`src/rtl/structure1_pkg.sv`:
```
// Shared constants, derived widths and FSM state encoding for the structure1 classifier stages.
// Pure declarations: no logic, no latency, no flow control.
package structure1_pkg;

  localparam int SPECIES  = 42;
  localparam int FC2_IN   = 64;
  localparam int CLASSES  = 6;
  localparam int DATA_W   = 8;
  localparam int WEIGHT_W = 8;
  localparam int BIAS_W   = 16;
  localparam int ACC_W    = 24;

  // Unsigned data is widened by one bit so the multiply can stay signed.
  localparam int PROD_W   = DATA_W + 1 + WEIGHT_W;

  localparam int SAMPLE_W = $clog2(SPECIES);
  localparam int K_W      = $clog2(FC2_IN);
  localparam int CLASS_W  = $clog2(CLASSES);

  localparam int DADDR_W  = 14;
  localparam int WADDR_W  = 12;
  localparam int BADDR_W  = 4;
  localparam int RCLASS_W = 4;
  localparam int RADDR_W  = 6;
  localparam int SADDR_W  = 10;

  typedef enum logic [2:0] {
    IDLE,
    MAC,
    DRAIN,
    SCORE,
    EMIT,
    DONE
  } state_t;

endpackage

```
`src/rtl/structure1_fc2_argmax_if.sv`:
```
// FC2 stage bus: intermediate-RAM/weight/bias read ports and per-sample result outputs.
// master = classifier side; slave = memories and result consumer. FC2_SCORE_OUT_EN adds score debug signals.
interface structure1_fc2_argmax_if;
  import structure1_pkg::*;

  logic                       data_en;
  logic [DADDR_W-1:0]         data_addr;
  logic [DATA_W-1:0]          data_in;
  logic                       w_en;
  logic [WADDR_W-1:0]         w_addr;
  logic signed [WEIGHT_W-1:0] w_data;
  logic [BADDR_W-1:0]         b_addr;
  logic signed [BIAS_W-1:0]   b_data;
  logic [RCLASS_W-1:0]        result_class;
  logic                       result_valid;
  logic [RADDR_W-1:0]         result_addr;
  logic                       done;

`ifdef FC2_SCORE_OUT_EN
  logic                       score_valid;
  logic signed [ACC_W-1:0]    score;
  logic [SADDR_W-1:0]         score_addr;

  modport master (
    output data_en, data_addr, w_en, w_addr, b_addr,
    output result_class, result_valid, result_addr, done,
    output score_valid, score, score_addr,
    input  data_in, w_data, b_data
  );
  modport slave (
    input  data_en, data_addr, w_en, w_addr, b_addr,
    input  result_class, result_valid, result_addr, done,
    input  score_valid, score, score_addr,
    output data_in, w_data, b_data
  );
`else
  modport master (
    output data_en, data_addr, w_en, w_addr, b_addr,
    output result_class, result_valid, result_addr, done,
    input  data_in, w_data, b_data
  );
  modport slave (
    input  data_en, data_addr, w_en, w_addr, b_addr,
    input  result_class, result_valid, result_addr, done,
    output data_in, w_data, b_data
  );
`endif

endinterface

```
`src/rtl/structure1_fc2_mac.sv`:
```
// Signed MAC for one class score: load/accumulate of data*weight, then combinational bias add.
// Accumulator updates one cycle after acc_en inputs are presented; no backpressure.
module structure1_fc2_mac
  import structure1_pkg::*;
(
  input  logic                       clk,
  input  logic                       rst_n,
  input  logic                       acc_en,
  input  logic                       acc_load,
  input  logic [DATA_W-1:0]          data_in,
  input  logic signed [WEIGHT_W-1:0] w_data,
  input  logic signed [BIAS_W-1:0]   b_data,
  output logic signed [ACC_W-1:0]    score
);

  logic signed [PROD_W-1:0] prod;
  logic signed [ACC_W-1:0]  acc;

  assign prod  = PROD_W'($signed({1'b0, data_in})) * PROD_W'(w_data);
  assign score = acc + ACC_W'(b_data);

  // Worst-case magnitude fits in ACC_W, so no saturation is applied.
  always_ff @(posedge clk or negedge rst_n) begin
    if (!rst_n) begin
      acc <= '0;
    end else if (acc_en) begin
      acc <= acc_load ? ACC_W'(prod) : acc + ACC_W'(prod);
    end
  end

endmodule

```
`src/rtl/structure1_fc2_argmax.sv`:
```
// FC2 + arg-max: one class index per sample every 397 cycles; fixed-latency reads, no backpressure.
// Optional FC2_SCORE_OUT_EN exposes each biased class score (score_valid/score/score_addr).
module structure1_fc2_argmax
  import structure1_pkg::*;
(
  input  logic clk,
  input  logic rst_n,
  input  logic start,
  structure1_fc2_argmax_if.master bus
);

  localparam logic [K_W-1:0]      K_LAST = K_W'(FC2_IN - 1);
  localparam logic [CLASS_W-1:0]  C_LAST = CLASS_W'(CLASSES - 1);
  localparam logic [SAMPLE_W-1:0] S_LAST = SAMPLE_W'(SPECIES - 1);

  state_t                  state, state_nxt;
  logic                    start_q, launch;
  logic [K_W-1:0]          k;
  logic [CLASS_W-1:0]      cls, best_class;
  logic [SAMPLE_W-1:0]     sample;
  logic                    mac_en_q, mac_first_q;
  logic signed [ACC_W-1:0] score, best_score;
  logic                    rd_en, emit, in_score;

  assign launch = start & ~start_q;

  always_ff @(posedge clk or negedge rst_n) begin
    if (!rst_n) state <= IDLE;
    else        state <= state_nxt;
  end

  always_comb begin
    state_nxt = state;
    rd_en     = 1'b0;
    emit      = 1'b0;
    in_score  = 1'b0;
    case (state)
      IDLE, DONE: if (launch) state_nxt = MAC;
      MAC: begin
        rd_en = 1'b1;
        if (k == K_LAST) state_nxt = DRAIN;
      end
      DRAIN: state_nxt = SCORE;
      SCORE: begin
        in_score  = 1'b1;
        state_nxt = (cls == C_LAST) ? EMIT : MAC;
      end
      EMIT: begin
        emit      = 1'b1;
        state_nxt = (sample == S_LAST) ? DONE : MAC;
      end
      default: state_nxt = IDLE;
    endcase
  end

  always_ff @(posedge clk or negedge rst_n) begin
    if (!rst_n) begin
      start_q     <= 1'b0;
      k           <= '0;
      cls         <= '0;
      sample      <= '0;
      mac_en_q    <= 1'b0;
      mac_first_q <= 1'b0;
      best_score  <= '0;
      best_class  <= '0;
    end else begin
      start_q     <= start;
      // Read data lags the address by one cycle, so MAC control is delayed to match.
      mac_en_q    <= rd_en;
      mac_first_q <= rd_en && (k == '0);
      case (state)
        IDLE, DONE: begin
          if (launch) begin
            k      <= '0;
            cls    <= '0;
            sample <= '0;
          end
        end
        MAC: k <= (k == K_LAST) ? '0 : k + 1'b1;
        SCORE: begin
          // Strict compare keeps the lowest class index on ties.
          if (cls == '0 || score > best_score) begin
            best_score <= score;
            best_class <= cls;
          end
          if (cls != C_LAST) cls <= cls + 1'b1;
        end
        EMIT: begin
          if (sample != S_LAST) begin
            sample <= sample + 1'b1;
            cls    <= '0;
          end
        end
        default: ;
      endcase
    end
  end

  structure1_fc2_mac u_mac (
    .clk      (clk),
    .rst_n    (rst_n),
    .acc_en   (mac_en_q),
    .acc_load (mac_first_q),
    .data_in  (bus.data_in),
    .w_data   (bus.w_data),
    .b_data   (bus.b_data),
    .score    (score)
  );

  assign bus.data_en      = rd_en;
  assign bus.w_en         = rd_en;
  assign bus.data_addr    = DADDR_W'(sample) * DADDR_W'(FC2_IN) + DADDR_W'(k);
  assign bus.w_addr       = WADDR_W'(cls) * WADDR_W'(FC2_IN) + WADDR_W'(k);
  assign bus.b_addr       = BADDR_W'(cls);
  assign bus.result_valid = emit;
  assign bus.result_class = RCLASS_W'(best_class);
  assign bus.result_addr  = RADDR_W'(sample);
  assign bus.done         = (state == DONE);

`ifdef FC2_SCORE_OUT_EN
  assign bus.score_valid  = in_score;
  assign bus.score        = in_score ? score : '0;
  assign bus.score_addr   = SADDR_W'(sample) * SADDR_W'(CLASSES) + SADDR_W'(cls);
`endif

endmodule

```
`src/flat_wrapper.sv`:
```
// flat-port wrapper written by rule: the top's interface ports become plain ports
module structure1_fc2_argmax_flat import structure1_pkg::*;
  (clk, rst_n, start, bus_data_en, bus_data_addr, bus_w_en, bus_w_addr, bus_b_addr, bus_result_class, bus_result_valid, bus_result_addr, bus_done, bus_data_in, bus_w_data, bus_b_data);
  structure1_fc2_argmax_if bus_i ();
  input  logic clk;
  input  logic rst_n;
  input  logic start;
  output wire logic [$bits(bus_i.data_en)-1:0] bus_data_en;
  output wire logic [$bits(bus_i.data_addr)-1:0] bus_data_addr;
  output wire logic [$bits(bus_i.w_en)-1:0] bus_w_en;
  output wire logic [$bits(bus_i.w_addr)-1:0] bus_w_addr;
  output wire logic [$bits(bus_i.b_addr)-1:0] bus_b_addr;
  output wire logic [$bits(bus_i.result_class)-1:0] bus_result_class;
  output wire logic [$bits(bus_i.result_valid)-1:0] bus_result_valid;
  output wire logic [$bits(bus_i.result_addr)-1:0] bus_result_addr;
  output wire logic [$bits(bus_i.done)-1:0] bus_done;
  input wire logic [$bits(bus_i.data_in)-1:0] bus_data_in;
  input wire logic [$bits(bus_i.w_data)-1:0] bus_w_data;
  input wire logic [$bits(bus_i.b_data)-1:0] bus_b_data;
  assign bus_data_en = bus_i.data_en;
  assign bus_data_addr = bus_i.data_addr;
  assign bus_w_en = bus_i.w_en;
  assign bus_w_addr = bus_i.w_addr;
  assign bus_b_addr = bus_i.b_addr;
  assign bus_result_class = bus_i.result_class;
  assign bus_result_valid = bus_i.result_valid;
  assign bus_result_addr = bus_i.result_addr;
  assign bus_done = bus_i.done;
  assign bus_i.data_in = bus_data_in;
  assign bus_i.w_data = bus_w_data;
  assign bus_i.b_data = bus_b_data;
  structure1_fc2_argmax u_core (.clk(clk), .rst_n(rst_n), .start(start), .bus(bus_i));
endmodule
```
`config.mk`:
```
export PLATFORM = sky130hd
export DESIGN_NAME = structure1_fc2_argmax_flat
export DESIGN_NICKNAME = d
export VERILOG_FILES = /design/src/rtl/structure1_pkg.sv /design/src/rtl/structure1_fc2_argmax_if.sv /design/src/rtl/structure1_fc2_mac.sv /design/src/rtl/structure1_fc2_argmax.sv /design/src/flat_wrapper.sv
export SDC_FILE = /design/constraint.sdc
export NUM_CORES = 1
export LEC_CHECK = 0
export CAP_MARGIN = 10
export CORE_MARGIN = 3
export CORE_UTILIZATION = 55
export CTS_CLUSTER_SIZE = 30
export DETAILED_ROUTE_END_ITERATION = 10
export GPL_ROUTABILITY_DRIVEN = 0
export PLACE_DENSITY = 0.77
export SYNTH_ARGS = -nofsm -noshare
export SYNTH_HDL_FRONTEND = slang
export SYNTH_HIERARCHICAL = 1
export SYNTH_SLANG_ARGS = --single-unit
export TNS_END_PERCENT = 10
```
`constraint.sdc`:
```
create_clock -name clk -period 12.8 [get_ports clk]
set_input_delay 2.56 -clock clk [delete_from_list [all_inputs] [get_ports clk]]
set_output_delay 2.56 -clock clk [all_outputs]
set_load 0.02 [all_outputs]
```
==> reports/qor.csv <==
metric,value,unit
status,"complete, no violations",
grt met1 use,0.296,
endpoints failing setup,0,
clock sinks,72,
sequential fraction of the synthesis area,0.207,
die footprint,17400,sq um
crit path time final,9.12,ns
r2r startpoint,u_core/u_mac/acc[1],
Critical Path Source Type,primary input,
total wire length,18700,um
DP Worst Slack,3.38,ns
ys async rst share,1.00,
"Clk Latency, worst-skew pair",0.34,ns
vias in the first global route,7043,
area grow syn2layout,12.0,%
largest cells by area after synthesis,"dfrtp_1, ha_1, fa_1",
share of layout cells above drive strength 1,0.0633,
CTS tree,done,
post-synthesis register bit count,72,
R2R setup slack,7.10,ns
Fin. Hold Viols,0,
pin count of the biggest net entering global routing,73,
Root Driver,clkbuf_16,
Hold Path Class,reg2reg,
initial antenna violation count,0,
Post-DP HPWL,14700,um
top_reg_cell synth,dfrtp_1,
ant diodes,0,
Synth cell types,77,
global route hottest layer,met2,
worst-path fanout max,14,
Synth Cell Area,8710,sq um
First-pass DRT Iterations,5,
clock slew at reported path FFs,0.06,ns
CTS Hold Buffers Added,0,
maximum buffer depth of the clock tree,2,
post-CTS setup buffers,0,
initial DRC count,325,
first-pass GRT wire length,32600,um
DR WL/cell,14.9,um
Hold Crit Start,u_core/best_score[15],
GR Overflow Total,0,
crit share post-route,0.713,
Vias,7091,
Synth Warn #,6,
skew final,0.00438,ns
floorplan core area,15400,sq um
worst hold endpoint,u_core/best_score[15],
Synth top area share,0.207,
Die Ht,132,um
DR vias/cell,5.65,
Setup CP Type,in2reg,
hold path depth,1,
I/O Pins,79,
Initial Util,0.567,
Max Transition Viols Final,0,
Port Buf Inserts,71,
Final Net Count,1235,
Final TNS setup,0,ns
worst r2r path cells,17,
"EDFF count, synth",0,
crit path capture type,register,
cts bufs inserted,9,
worst rel slew slack,0.366,
fillcell total,1298,
CTS resizes,0,
met2 Use GR,0.377,
final setup margin,3.68,ns
unrepaired setup endpoints after global routing,false,
r2r endpoint,u_core/best_score[23],
FMAX,110,MHz
most frequent cell after synthesis,ha_1,
die span in x,132,um
WP data required,13.06,ns
Max-Cap Viols,0,
cell accounting for the most synthesized area,dfrtp_1,
post-route ant nets,0,
DRC Markers,0,
Post-Syn Instances,986,
htree depth,3,
row count,45,
grt met3 use,0.0347,
gr usage total,0.220,
Worst Tran Pin Value,0.951,ns
Post-synth top cells,"ha_1, inv_1, nand2_1",
syn avg cell area,8.83,sq um
data arrival time of the worst path,9.38,ns
==> kinds of logic after synthesis <==
logic type      Yosys count  share of synthesized area
fa+ha+maj               162                      0.266
xor+xnor                 53                     0.0533
buf+inv                 146                     0.0779
compound gates          224                      0.168
simple gates            297                      0.179
mux                      31                     0.0483
other cells               1                   0.000431
flops                    72                      0.207
==> cells in the final DEF (no fill, tap or decap), drive strengths merged, types with 5 or more instances in the layout <==
cell and n:
o21a 7, o211ai 5, dfrtp 72, a31oi 12
a21o 26, clkbuf 9, and3 11, ha 123
nand4 15, nor2 69, nor2b 10, nor3 19
nand3b 5, and2 47, clkdlybuf4s50 70, or3 6
xnor2 34, o21ai 46, a21oi 70, conb 7
nand2 74, xor2 19, nand3 13, o31ai 7
nand2b 12, fa 39, mux2 28, inv 105
buf 5, a211oi 10
==> layer usage <==
layer	wire, um	share of wire	vias to the layer above
li1	-	-	3526
met1	8610	0.46	3396
met2	9110	0.49	147
met3	790	0.042	22
met4	200	0.011	0
met5	0	0	-
==> per-stage QoR <==
stage	util	hold WS, ns	area [sq um]	instances
final	0.634	0.507	9750	1254
after CTS	0.634	0.510	9750	1254
after detailed placement	0.615	0.494	9450	1238
after global placement	0.615	0.489	9450	1238
after floorplan	-	0.481	8730	992
after global routing	0.634	0.516	9750	1254
==> worst max-delay path, cell delays in order <==
cell and delay (ns):
clkdlybuf4s50_1 0.58, inv_1 0.17, nor2_1 0.19, fa_1 0.45
fa_1 0.52, fa_1 0.54, inv_1 0.05, fa_1 0.54
inv_1 0.05, ha_1 0.37, a2111o_1 0.41, a31o_2 0.25
nand3b_1 0.12, a21oi_1 0.11, nor3_2 0.68, ha_1 0.38
nand4_1 0.18, a211o_1 0.27, o211ai_2 0.10, o21a_1 0.17
o21ai_1 0.09, or4_1 0.42, a31oi_1 0.17
==> area by class of cell <==
| cell class | count | area [sq um] | area share |
|---|---|---|---|
| Multi-Input combinational cell | 774 | 6250 | 0.641 |
| Sequential cell | 72 | 1800 | 0.185 |
| Timing Repair Buffer | 75 | 738 | 0.0757 |
| Inverter | 106 | 398 | 0.0408 |
| Tap cell | 211 | 264 | 0.0271 |
| Clock buffer | 9 | 225 | 0.0231 |
| Clock inverter | 7 | 71.3 | 0.00731 |
==> registers in the layout, summed over array words and instances (netlist names) <==
signal / count
u_core/state: 3
u_core/best_class: 3
u_core/bus.result_addr: 6
u_core/best_score: 24
u_core/start_q: 1
u_core/cls: 3
u_core/mac_en_q: 1
u_core/mac_first_q: 1
u_core/u_mac/acc: 24
u_core/k: 6
==> how the worst max path moves through the flow <==
stage,from,to
after detailed placement,bus_w_data[7],u_core/u_mac/acc[21]
after CTS,bus_w_data[7],u_core/u_mac/acc[21]
after floorplan,bus_w_data[7],u_core/u_mac/acc[21]
after global placement,bus_w_data[7],u_core/u_mac/acc[19]
after global routing,bus_w_data[7],u_core/u_mac/acc[21]
final,bus_w_data[7],u_core/u_mac/acc[21]
Power is left out: the tool's default activity adds up to more than one toggle a clock period on the data nets, which glitch-free logic cannot reach.
